<file path="src/rtl/param_fifo_if.sv">
// rtl/param_fifo_if.sv - request/data/status bundle between a FIFO user and param_fifo
// Signals:
//   en, wr, rd, data_in             : user -> FIFO (enable, write/read requests, write data)
//   data_out                        : FIFO -> user, registered read data
//   empty, full                     : FIFO -> user, occupancy == 0 / == DEPTH
//   almost_empty, almost_full       : FIFO -> user, threshold flags
//   count                           : FIFO -> user, occupancy 0..DEPTH
//   overflow, underflow             : FIFO -> user, one-cycle rejected-request pulses
// Modports: master = FIFO user, slave = FIFO.
interface param_fifo_if #(
  parameter int DATA_WIDTH = 32,
  parameter int DEPTH      = 8
);
  logic                     en;
  logic                     wr;
  logic                     rd;
  logic [DATA_WIDTH-1:0]    data_in;
  logic [DATA_WIDTH-1:0]    data_out;
  logic                     empty;
  logic                     full;
  logic                     almost_empty;
  logic                     almost_full;
  logic [$clog2(DEPTH):0]   count;
  logic                     overflow;
  logic                     underflow;

  modport master (
    output en, wr, rd, data_in,
    input  data_out, empty, full, almost_empty, almost_full, count, overflow, underflow
  );

  modport slave (
    input  en, wr, rd, data_in,
    output data_out, empty, full, almost_empty, almost_full, count, overflow, underflow
  );
endinterface

</file>
<file path="src/rtl/param_fifo.sv">
// rtl/param_fifo.sv - single-clock synchronous FIFO with registered output and threshold flags
// Ports:
//   clk : rising-edge clock
//   rst : synchronous active-high reset (overrides en/wr/rd)
//   bus : param_fifo_if.slave (en/wr/rd/data_in in; data_out, flags, count, overflow/underflow out)
module param_fifo #(
  parameter int DATA_WIDTH = 32,
  parameter int DEPTH      = 8,
  parameter int AF_LEVEL   = DEPTH - 2,
  parameter int AE_LEVEL   = 2
) (
  input  logic         clk,
  input  logic         rst,
  param_fifo_if.slave  bus
);
  localparam int PW = $clog2(DEPTH);
  localparam int CW = PW + 1;
  localparam logic [CW-1:0] DEPTH_C = CW'(DEPTH);
  localparam logic [CW-1:0] AF_C    = CW'(AF_LEVEL);
  localparam logic [CW-1:0] AE_C    = CW'(AE_LEVEL);

  logic [DATA_WIDTH-1:0] mem_q [DEPTH];

  logic [PW-1:0]         wr_ptr_q, wr_ptr_d;
  logic [PW-1:0]         rd_ptr_q, rd_ptr_d;
  logic [CW-1:0]         count_q, count_d;
  logic [DATA_WIDTH-1:0] data_out_q, data_out_d;
  logic                  overflow_q, overflow_d;
  logic                  underflow_q, underflow_d;

  logic rd_acc;
  logic wr_acc;

  always_comb begin
    // A read never falls through: it needs a stored word before this edge.
    rd_acc = bus.en & bus.rd & (count_q != '0);
    // A full FIFO still takes a write when a read frees the slot in the same cycle.
    wr_acc = bus.en & bus.wr & ((count_q != DEPTH_C) | rd_acc);

    wr_ptr_d    = wr_ptr_q;
    rd_ptr_d    = rd_ptr_q;
    count_d     = count_q;
    data_out_d  = data_out_q;
    overflow_d  = bus.en & bus.wr & ~wr_acc;
    underflow_d = bus.en & bus.rd & ~rd_acc;

    if (wr_acc) begin
      wr_ptr_d = wr_ptr_q + PW'(1);
    end
    if (rd_acc) begin
      rd_ptr_d   = rd_ptr_q + PW'(1);
      data_out_d = mem_q[rd_ptr_q];
    end

    case ({wr_acc, rd_acc})
      2'b10:   count_d = count_q + CW'(1);
      2'b01:   count_d = count_q - CW'(1);
      default: count_d = count_q;
    endcase
  end

  always_ff @(posedge clk) begin
    if (rst) begin
      wr_ptr_q    <= '0;
      rd_ptr_q    <= '0;
      count_q     <= '0;
      data_out_q  <= '0;
      overflow_q  <= 1'b0;
      underflow_q <= 1'b0;
    end else begin
      wr_ptr_q    <= wr_ptr_d;
      rd_ptr_q    <= rd_ptr_d;
      count_q     <= count_d;
      data_out_q  <= data_out_d;
      overflow_q  <= overflow_d;
      underflow_q <= underflow_d;
    end
  end

  // Storage is not cleared on reset; count=0 makes old words unreachable.
  always_ff @(posedge clk) begin
    if (!rst && wr_acc) begin
      mem_q[wr_ptr_q] <= bus.data_in;
    end
  end

  assign bus.data_out     = data_out_q;
  assign bus.count        = count_q;
  assign bus.overflow     = overflow_q;
  assign bus.underflow    = underflow_q;
  assign bus.empty        = (count_q == '0);
  assign bus.full         = (count_q == DEPTH_C);
  assign bus.almost_empty = (count_q <= AE_C);
  assign bus.almost_full  = (count_q >= AF_C);
endmodule

</file>
<file path="src/flat_wrapper.sv">
// flat-port wrapper written by rule: the top's interface ports become plain ports
module param_fifo_flat 
#(
  parameter int DATA_WIDTH = 32,
  parameter int DEPTH      = 8,
  parameter int AF_LEVEL   = DEPTH - 2,
  parameter int AE_LEVEL   = 2
)
  (clk, rst, bus_en, bus_wr, bus_rd, bus_data_in, bus_data_out, bus_empty, bus_full, bus_almost_empty, bus_almost_full, bus_count, bus_overflow, bus_underflow);
  param_fifo_if #(.DATA_WIDTH(DATA_WIDTH), .DEPTH(DEPTH)) bus_i ();
  input  logic clk;
  input  logic rst;
  input wire logic [$bits(bus_i.en)-1:0] bus_en;
  input wire logic [$bits(bus_i.wr)-1:0] bus_wr;
  input wire logic [$bits(bus_i.rd)-1:0] bus_rd;
  input wire logic [$bits(bus_i.data_in)-1:0] bus_data_in;
  output wire logic [$bits(bus_i.data_out)-1:0] bus_data_out;
  output wire logic [$bits(bus_i.empty)-1:0] bus_empty;
  output wire logic [$bits(bus_i.full)-1:0] bus_full;
  output wire logic [$bits(bus_i.almost_empty)-1:0] bus_almost_empty;
  output wire logic [$bits(bus_i.almost_full)-1:0] bus_almost_full;
  output wire logic [$bits(bus_i.count)-1:0] bus_count;
  output wire logic [$bits(bus_i.overflow)-1:0] bus_overflow;
  output wire logic [$bits(bus_i.underflow)-1:0] bus_underflow;
  assign bus_i.en = bus_en;
  assign bus_i.wr = bus_wr;
  assign bus_i.rd = bus_rd;
  assign bus_i.data_in = bus_data_in;
  assign bus_data_out = bus_i.data_out;
  assign bus_empty = bus_i.empty;
  assign bus_full = bus_i.full;
  assign bus_almost_empty = bus_i.almost_empty;
  assign bus_almost_full = bus_i.almost_full;
  assign bus_count = bus_i.count;
  assign bus_overflow = bus_i.overflow;
  assign bus_underflow = bus_i.underflow;
  param_fifo #(.DATA_WIDTH(DATA_WIDTH), .DEPTH(DEPTH), .AF_LEVEL(AF_LEVEL), .AE_LEVEL(AE_LEVEL)) u_core (.clk(clk), .rst(rst), .bus(bus_i));
endmodule
</file>
<file path="config.mk">
export PLATFORM = sky130hd
export DESIGN_NAME = param_fifo_flat
export DESIGN_NICKNAME = d
export VERILOG_FILES = /design/src/rtl/param_fifo_if.sv /design/src/rtl/param_fifo.sv /design/src/flat_wrapper.sv
export SDC_FILE = /design/constraint.sdc
export NUM_CORES = 1
export LEC_CHECK = 0
export ABC_CLOCK_PERIOD_IN_PS = 4100
export CAP_MARGIN = 20
export CORE_MARGIN = 4
export CORE_UTILIZATION = 40
export DETAILED_ROUTE_END_ITERATION = 12
export PLACE_DENSITY = 0.57
export SLEW_MARGIN = 25
export SYNTH_ARGS = -nofsm -noshare
export SYNTH_HDL_FRONTEND = slang
export SYNTH_SLANG_ARGS = --single-unit
</file>
<file path="constraint.sdc">
create_clock -name clk -period 4.1 [get_ports clk]
set_input_delay 0.41 -clock clk [delete_from_list [all_inputs] [get_ports clk]]
set_output_delay 0.41 -clock clk [all_outputs]
set_load 0.05 [all_outputs]
</file>
==> results of run 1 <==
synth_stat cells (all sizes together):
library cell | instances | area (µm²)
nor4b | 1 | 8.76
xor2 | 2 | 17.5
nand2b | 2 | 12.5
xnor2 | 4 | 35.0
nor2 | 50 | 190
dfxtp | 44 | 881
nand2 | 5 | 18.8
and3 | 1 | 6.26
nand3b | 1 | 7.51
clkbuf | 11 | 41.3
a21o | 1 | 7.51
mux2i | 1 | 10.0
nand3 | 5 | 42.5
o31ai | 1 | 7.51
buf | 18 | 136
o21ai | 1 | 5.00
or4 | 2 | 18.8
ha | 5 | 62.6
nor3 | 36 | 335
and2 | 1 | 6.26
o22ai | 32 | 200
edfxtp | 256 | 7690
fa | 1 | 20.0
mux4 | 64 | 1440
inv | 7 | 26.3
a21oi | 7 | 35.0
a211oi | 2 | 15.0
worst min path at each step:
stage	start	to	slack, ns	cells after the start
final	u_core.bus.data_out[22]	u_core.bus.data_out[22]	0.49	2
after global routing	u_core.bus.data_out[12]	u_core.bus.data_out[12]	0.52	2
after CTS	u_core.bus.data_out[22]	u_core.bus.data_out[22]	0.50	2
after detailed placement	u_core.bus.data_out[12]	u_core.bus.data_out[12]	0.49	2
after global placement	u_core.bus.data_out[20]	u_core.bus.data_out[20]	0.48	2
after floorplan	u_core.wr_ptr_q[2]	u_core.wr_ptr_q[2]	0.50	2
final cells by class:
cell class / instances / area, µm² / area share [%]
Tap cell: 378 / 473 / 3.49
Clock buffer: 42 / 837 / 6.17
Inverter: 7 / 26.3 / 0.194
Antenna cell: 1 / 2.50 / 0.0185
Multi-Input combinational cell: 225 / 2570 / 18.9
Clock inverter: 14 / 156 / 1.15
Timing Repair Buffer: 96 / 923 / 6.81
Sequential cell: 300 / 8570 / 63.2
routing by layer:
| metal | global-route usage, % | vias up |
|---|---|---|
| met5 | 0 | - |
| met4 | 3.15 | 0 |
| met3 | 2.78 | 29 |
| met2 | 25.6 | 142 |
| met1 | 19.7 | 2814 |
| li1 | - | 2470 |
registers in the layout, indices dropped and copies added (netlist names):
name                  count
u_core.bus.underflow      1
u_core.mem_q            256
u_core.wr_ptr_q           3
u_core.bus.count          4
u_core.bus.data_out      32
u_core.rd_ptr_q           3
u_core.bus.overflow       1
through the flow:
stage	setup slack [ns]	hold WS [ns]	total power, mW	instances
floorplan	0.0505	0.497	3.85	561
global placement	1.11	0.477	4.05	1006
detailed placement	1.03	0.486	4.06	1006
CTS	1.19	0.500	6.78	1062
global route	1.14	0.524	6.95	1063
finish	1.21	0.492	6.70	1063
power breakdown:
part           leakage [nW]  switching [mW]  total [mW]  internal, mW
sequential             2.66          0.0458        3.41          3.36
clock                 0.473            1.10        2.71          1.61
combinational          1.07           0.347       0.578         0.231
worst reg2reg max path, stage by stage, from the launching register on:
cell,delay (ns)
dfxtp_1,0.39
nor4b_2,0.53
a21oi_1,0.24
inv_1,0.10
ha_1,0.20
ha_1,0.28
a21oi_1,0.18
a21oi_1,0.11
or4_1,0.48
a21oi_1,0.15
cell families after synthesis:
kind of cell	after synthesis	synth area share (%)
flops	300	76.0
simple gates	104	5.74
mux	65	12.9
compound gates	44	2.40
buf+inv	36	1.81
xor+xnor	6	0.466
fa+ha+maj	6	0.732
==> summary.txt, run 1 <==
Most frequent cells in the layout = 256 x edfxtp_1, 77 x clkdlybuf4s50_1, 64 x mux4_2, 43 x nor2_1, 42 x dfxtp_1
End of the worst register-to-register path = u_core.bus.count[3]
Root Driver = clkbuf_16
Synth warn = 0
Sequential element share of the synthesized area = 76.0%
CTS tree = yes
Placed instance area = 12,600 µm²
Crit path DAT = 2.48 ns
R2r setup slk = 1.37 ns
Reg2Reg Depth = 9
Largest net degree at the start of global routing = 45
Wire per inst = 21.2 µm
Endpoints failing hold = 0
Port Buffers = 78
DRT Wirelength = 22,600 µm
Max Fclk = 346 MHz
Met3 wire length = 1290 µm
Rows = 61
Avg Synthesized Cell Area = 20.1 µm²
Worst-case clock buffer depth = 3
RSZ-0062 raised after global routing = no
Skew-Pair Late Insertion Delay = 0.54 ns
Logic depth of the worst path, buffers included = 3
Num CTS Buffers = 31
Final #Nets = 704
Lkg Pwr = 4.21 nW
Drt pass-1 iters = 4
Min-Delay Path Class = flip-flop to flip-flop
Commonest non-fill, non-tap cell in the layout = edfxtp_1
Die ar. = 30,900 µm²
Vias = 5,455
H-tree levels = 1
Post CTS Setup Buffer Count = 0
VDD IR max = 0.235 mV
Global placement routability congestion = 0.734
Met2 wire len = 11,400 µm
Clk slew on worst S/H paths = 0.06 ns
Delay-heaviest family, CP = buffers and inverters
Cell count after synthesis = 561
# DRC = 0
Initial DRC Count = 409
Number of global-route vias before repair = 6,020
TNS Setup = 0 ns
Fraction of layout cells with a size suffix above 1 = 25.6%
Vias per cell = 5.13
Gr usage total = 14.8%
Slew @ Worst Pin = 0.835 ns
Setup crit start = u_core.bus.count[0]
Critical R2R Launch = u_core.bus.count[0]
Utilization after layout = 48.8%
Core area = 27,800 µm²
CP max stage cell = clkdlybuf4s50_1
Pwr/cell area = 494 nW/µm²
Final period utilization = 70.5%
Hpwl dp = 13,400 µm
Syn-to-layout area delta = 20.3%
Final min period = 2.89 ns
Max stage delay on crit path = 0.83 ns
Final instance area = 13,600 µm²
Max-Cap Viols = 0
Startpoint Class = flip-flop
Max Slew Vio Count = 0
Capture point of the worst path = bus_empty
Clk sink count = 300
Crit path buf inv count = 2
Starting Density = 40.6%
Seq cells post-synth = 300
Post-synth cell types = 35
CP cell instances = or4_4 > inv_2 > clkdlybuf4s50_1
Synth Cell Area = 11,300 µm²
Status = completed
Slew HR = 44.3%
Ports = 79
Post-CTS Resized = 0
M1 WL = 9520 µm
Setup violators final = 0
Setup CP Type = flip-flop to output port
# hold bufs at CTS = 0
CP endpoint kind = output port
First-pass GRT wire length = 35,400 µm
Congestion Overflow GR = 0
Synth Net Count = 604
Die Wd = 176 µm
Die Y = 176 µm
Initial antenna violation count = 1
Filler Cells Inserted = 2,313
Max layer used = met4
Antenna Nets Post-Route = 0
Critical path data required time = 3.69 ns
Crit path max fanout = 7
Setup Skew = 0.0130 ns
Power figures use the tool's default switching activity.
==> run 2, diff against run 1 <==
- ABC_CLOCK_PERIOD_IN_PS: 4100 -> 2750
- clock period: 4.1 -> 2.75 ns (I/O delays scaled with it)
==> summary.txt, run 2 (same netlist as run 1, synthesis figures left out) <==
Startpoint Class = flip-flop
Max Fclk = 375 MHz
Final min period = 2.67 ns
Setup CP Type = flip-flop to flip-flop
Setup Skew = 0.0169 ns
H-tree levels = 1
Clock share of power = 40.6%
Port Buffers = 78
Switch Pwr = 2.25 mW
Antenna Nets Post-Route = 0
Vias per cell = 5.15
WHS Path Cells = 3
Hold Crit Start = bus_wr
Syn-to-layout area delta = 22.4%
Crit path max fanout = 7
Wire per inst = 21.2 µm
Clk slew on worst S/H paths = 0.06 ns
Slew @ Worst Pin = 0.759 ns
Hpwl dp = 13,200 µm
Starting Density = 40.6%
Flop pwr share = 50.4%
Critical R2R Launch = u_core.bus.count[0]
Rows = 61
Gr usage total = 15.0%
Vias = 5,535
Die Wd = 176 µm
Global placement routability congestion = 0.679
Initial DRC Count = 343
Sw frac = 22.3%
Number of global-route vias before repair = 5,927
WHS Endpoint = u_core.bus.overflow
DRT Wirelength = 22,800 µm
Pwr/cell area = 729 nW/µm²
Internal = 7.81 mW
Most frequent cells in the layout = 256 x edfxtp_1, 76 x clkdlybuf4s50_1, 64 x mux4_2, 43 x nor2_1, 40 x dfxtp_1
Max FFs per register = 256
Lkg Pwr = 4.31 nW
Combinational power share = 9.1%
Drt pass-1 iters = 4
Layout Cells excl Fill = 1,075
Slew HR = 49.4%
Largest net degree at the start of global routing = 45
Die ar. = 30,900 µm²
# hold bufs at CTS = 0
CTS tree = yes
Core area = 27,800 µm²
Worst-case clock buffer depth = 3
Dpl cells = 1,018
# DRC = 0
Die Y = 176 µm
Reg2Reg Depth = 9
Setup violators final = 0
Skew-Pair Late Insertion Delay = 0.54 ns
Critical path data required time = 3.21 ns
Fraction of layout cells with a size suffix above 1 = 27.4%
Final #Nets = 717
Ports = 79
Final instance area = 13,800 µm²
Initial antenna violation count = 2
Max-Cap Viols = 0
Clk sink count = 300
Final period utilization = 97.0%
Placed instance area = 12,800 µm²
Commonest non-fill, non-tap cell in the layout = edfxtp_1
VDD IR max = 0.397 mV
Num CTS Buffers = 31
First-pass GRT wire length = 35,400 µm
Top reg by flops = u_core.mem_q
CP endpoint kind = flip-flop
Max Slew Vio Count = 0
Congestion Overflow GR = 0
Endpoints failing hold = 0
Min-Delay Path Class = input pin to flip-flop
Crit path DAT = 3.13 ns
End of the worst register-to-register path = u_core.bus.count[3]
R2r setup slk = 0.08 ns
Antenna diode count = 0
Status = completed
Root Driver = clkbuf_16
==> run 2: repair_timing <==
item	in CTS	in global routing
gates resized for setup	1	1
endpoints found under the setup margin	1	1
pin swaps	0	1
endpoints found under the hold margin	0	0
buffers inserted	0	1
==> run 2: worst max-delay path, cell delays in order, from the launching register on <==
cell	delay, ns
dfxtp_2	0.37
or4_4	0.58
inv_2	0.12
nor2_4	0.05
ha_1	0.21
ha_1	0.34
a21oi_2	0.17
a21oi_1	0.12
or4_1	0.47
a21oi_1	0.16
==> run 2: per-stage QoR <==
stage / power (mW) / TNS, ns / utilization [%] / hold WS, ns / setup slack [ns]
3_5_place_dp: 6.08 / -0.0159 / 46.0 / 0.483 / -0.0159
6_report: 10.1 / 0 / 49.7 / 0.379 / 0.0816
3_3_place_gp: 6.06 / 0 / 46.0 / 0.479 / 0.133
4_1_cts: 10.2 / 0 / 49.6 / 0.360 / 0.0455
2_1_floorplan: 5.75 / -86.45 / - / 0.374 / -0.368
5_1_grt: 10.4 / -0.0110 / 49.7 / 0.409 / -0.0110
==> run 2: power groups by stage <==
stage          Clock (mW)  Sequential [mW]  Combinational [mW]
2_1_floorplan           0             5.33               0.419
4_1_cts              4.17             5.07               0.921
5_1_grt              4.39             5.07               0.981
6_report             4.08             5.06               0.912
3_5_place_dp            0             5.16               0.921
3_3_place_gp            0             5.16               0.902
==> run 2: how the worst max path moves through the flow <==
stage / start / endpoint / slack [ns] / depth (start not counted)
detailed placement: bus_en / u_core.bus.count[3] / -0.02 / 10
global placement: bus_en / u_core.bus.count[3] / 0.13 / 10
floorplan: u_core.bus.count[1] / u_core.mem_q[7][0] / -0.37 / 4
global route: u_core.bus.count[1] / u_core.bus.count[3] / -0.01 / 10
CTS: u_core.bus.count[3] / u_core.bus.count[3] / 0.05 / 9
finish: u_core.bus.count[0] / u_core.bus.count[3] / 0.08 / 9
==> run 2: layout make-up <==
type	count	area, µm²
fillers	2310	14000
well taps	378	473
inverters	7	26.3
repair buffers	109	1130
clock buffers	42	847
multi-input cells	225	2590
flip-flops and latches	300	8580
clock inverters	14	150
==> run 2: routing by layer <==
metal / wire [µm] / part of all wire, % / global-route usage, % / up-vias
li1: - / - / - / 2499
met5: 26 / 0.11 / 0 / -
met2: 11400 / 50 / 25.2 / 111
met4: 312 / 1.4 / 3.09 / 4
met1: 10100 / 44 / 20.5 / 2887
met3: 1040 / 4.6 / 2.93 / 34
==> run 3, diff against run 2 <==
- CAP_MARGIN: 20 -> unset
- CTS_BUF_LIST: unset -> sky130_fd_sc_hd__clkbuf_4
==> summary.txt, run 3 (same netlist as run 1, synthesis figures left out) <==
Starting Density = 40.6%
Die ar. = 30,900 µm²
Critical R2R Launch = u_core.bus.count[0]
Crit path DAT = 3.19 ns
# DRC = 0
End of the worst register-to-register path = u_core.bus.count[3]
H-tree levels = 3
Final #Nets = 763
Skew-Pair Late Insertion Delay = 0.65 ns
Commonest non-fill, non-tap cell in the layout = edfxtp_1
Rows = 61
Final period utilization = 95.4%
R2r setup slk = 0.13 ns
Gr usage total = 15.5%
Die Wd = 176 µm
Dpl cells = 1,018
Vias per cell = 5.04
Critical path data required time = 3.32 ns
Hold Crit Start = bus_wr
Clk slew on worst S/H paths = 0.07 ns
Placed instance area = 12,800 µm²
Crit path max fanout = 7
Reg2Reg Depth = 9
Slew @ Worst Pin = 0.758 ns
Top reg by flops = u_core.mem_q
Port Buffers = 78
DRT Wirelength = 23,300 µm
Design Power = 9.71 mW
CP endpoint kind = flip-flop
Root Driver = clkbuf_4
DP Worst Slack = -0.0159 ns
Setup CP Type = flip-flop to flip-flop
Number of global-route vias before repair = 6,334
Startpoint Class = flip-flop
Antenna Nets Post-Route = 0
Most frequent cells in the layout = 256 x edfxtp_1, 116 x clkbuf_4, 75 x clkdlybuf4s50_1, 64 x mux4_2, 43 x nor2_1
Syn-to-layout area delta = 22.4%
Clk sink count = 300
Initial DRC Count = 345
Lkg Pwr = 4.42 nW
Drt pass-1 iters = 4
Worst-case clock buffer depth = 3
# hold bufs at CTS = 0
VDD IR max = 0.288 mV
Utilization after layout = 49.7%
Global placement routability congestion = 0.679
Pwr/cell area = 703 nW/µm²
Final instance area = 13,800 µm²
Slew HR = 49.5%
Status = completed
Setup violators final = 0
Hpwl dp = 13,200 µm
Setup Skew = 0.0282 ns
Max FFs per register = 256
Wire per inst = 20.1 µm
Min-Delay Path Class = input pin to flip-flop
Max Slew Vio Count = 0
Max Fclk = 381 MHz
Die Y = 176 µm
Final worst slack = 0.125 ns
Post CTS Setup Buffer Count = 0
Fraction of layout cells with a size suffix above 1 = 34.2%
WHS Path Cells = 3
Worst hold slack = 0.265 ns
Num CTS Buffers = 78
TNS Setup = 0 ns
Layout Cells excl Fill = 1,159
RSZ-0062 raised after global routing = no
Endpoints failing hold = 0
Filler Cells Inserted = 2,356
Core area = 27,800 µm²
Initial antenna violation count = 3
Final min period = 2.62 ns
CTS tree = yes
Vias = 5,845
Largest net degree at the start of global routing = 45
First-pass GRT wire length = 36,400 µm
Congestion Overflow GR = 0
Ports = 79
WHS Endpoint = u_core.bus.overflow
Max-Cap Viols = 0
## run 3: worst max-delay path by stage
stage	startpoint	endpoint	slack, ns	depth (start not counted)
2_1_floorplan	u_core.bus.count[1]	u_core.mem_q[7][0]	-0.37	4
4_1_cts	u_core.bus.count[1]	bus_full	0.03	3
3_3_place_gp	bus_en	u_core.bus.count[3]	0.13	10
5_1_grt	u_core.bus.count[0]	u_core.bus.count[3]	0.03	9
6_report	u_core.bus.count[0]	u_core.bus.count[3]	0.13	9
3_5_place_dp	bus_en	u_core.bus.count[3]	-0.02	10
## run 3: what timing repair did
action                                  CTS  global route
gates cloned                              0             0
endpoints found under the setup margin    1             2
pin swaps                                 0             1
resized for setup                         1             3
## run 3: layer usage
metal,global-route usage [%],part of all wire [%],wire [µm],vias up
met5,0,0.12,27,-
met4,5.23,1.2,282,4
met3,4.18,6.2,1440,30
met2,25.6,51,11800,163
met1,20.2,42,9730,2994
li1,-,-,-,2654
## run 3: critical path: stages (launching register included)
cell,delay [ns]
dfxtp_2,0.37
or4_4,0.59
inv_2,0.12
nor2_4,0.05
ha_1,0.23
ha_1,0.31
nand3_1,0.11
and3_1,0.21
or4_1,0.40
a21oi_1,0.16
## run 3: report_power, final
part	switching, mW	leakage (nW)	internal, mW
Sequential	0.0516	2.67	5.01
Combinational	0.545	1.16	0.362
Clock	1.71	0.594	2.02
Total	2.31	4.42	7.40
## run 3: final cells by class
type                    count  area (µm²)  share of cell area, %
well taps                 378         473                   3.43
clock buffers             116         871                   6.31
repair buffers            108        1130                   8.17
clock inverters            24         119                  0.861
diodes                      1        2.50                 0.0181
inverters                   7        26.3                  0.190
multi-input cells         225        2610                   18.9
flip-flops and latches    300        8580                   62.1
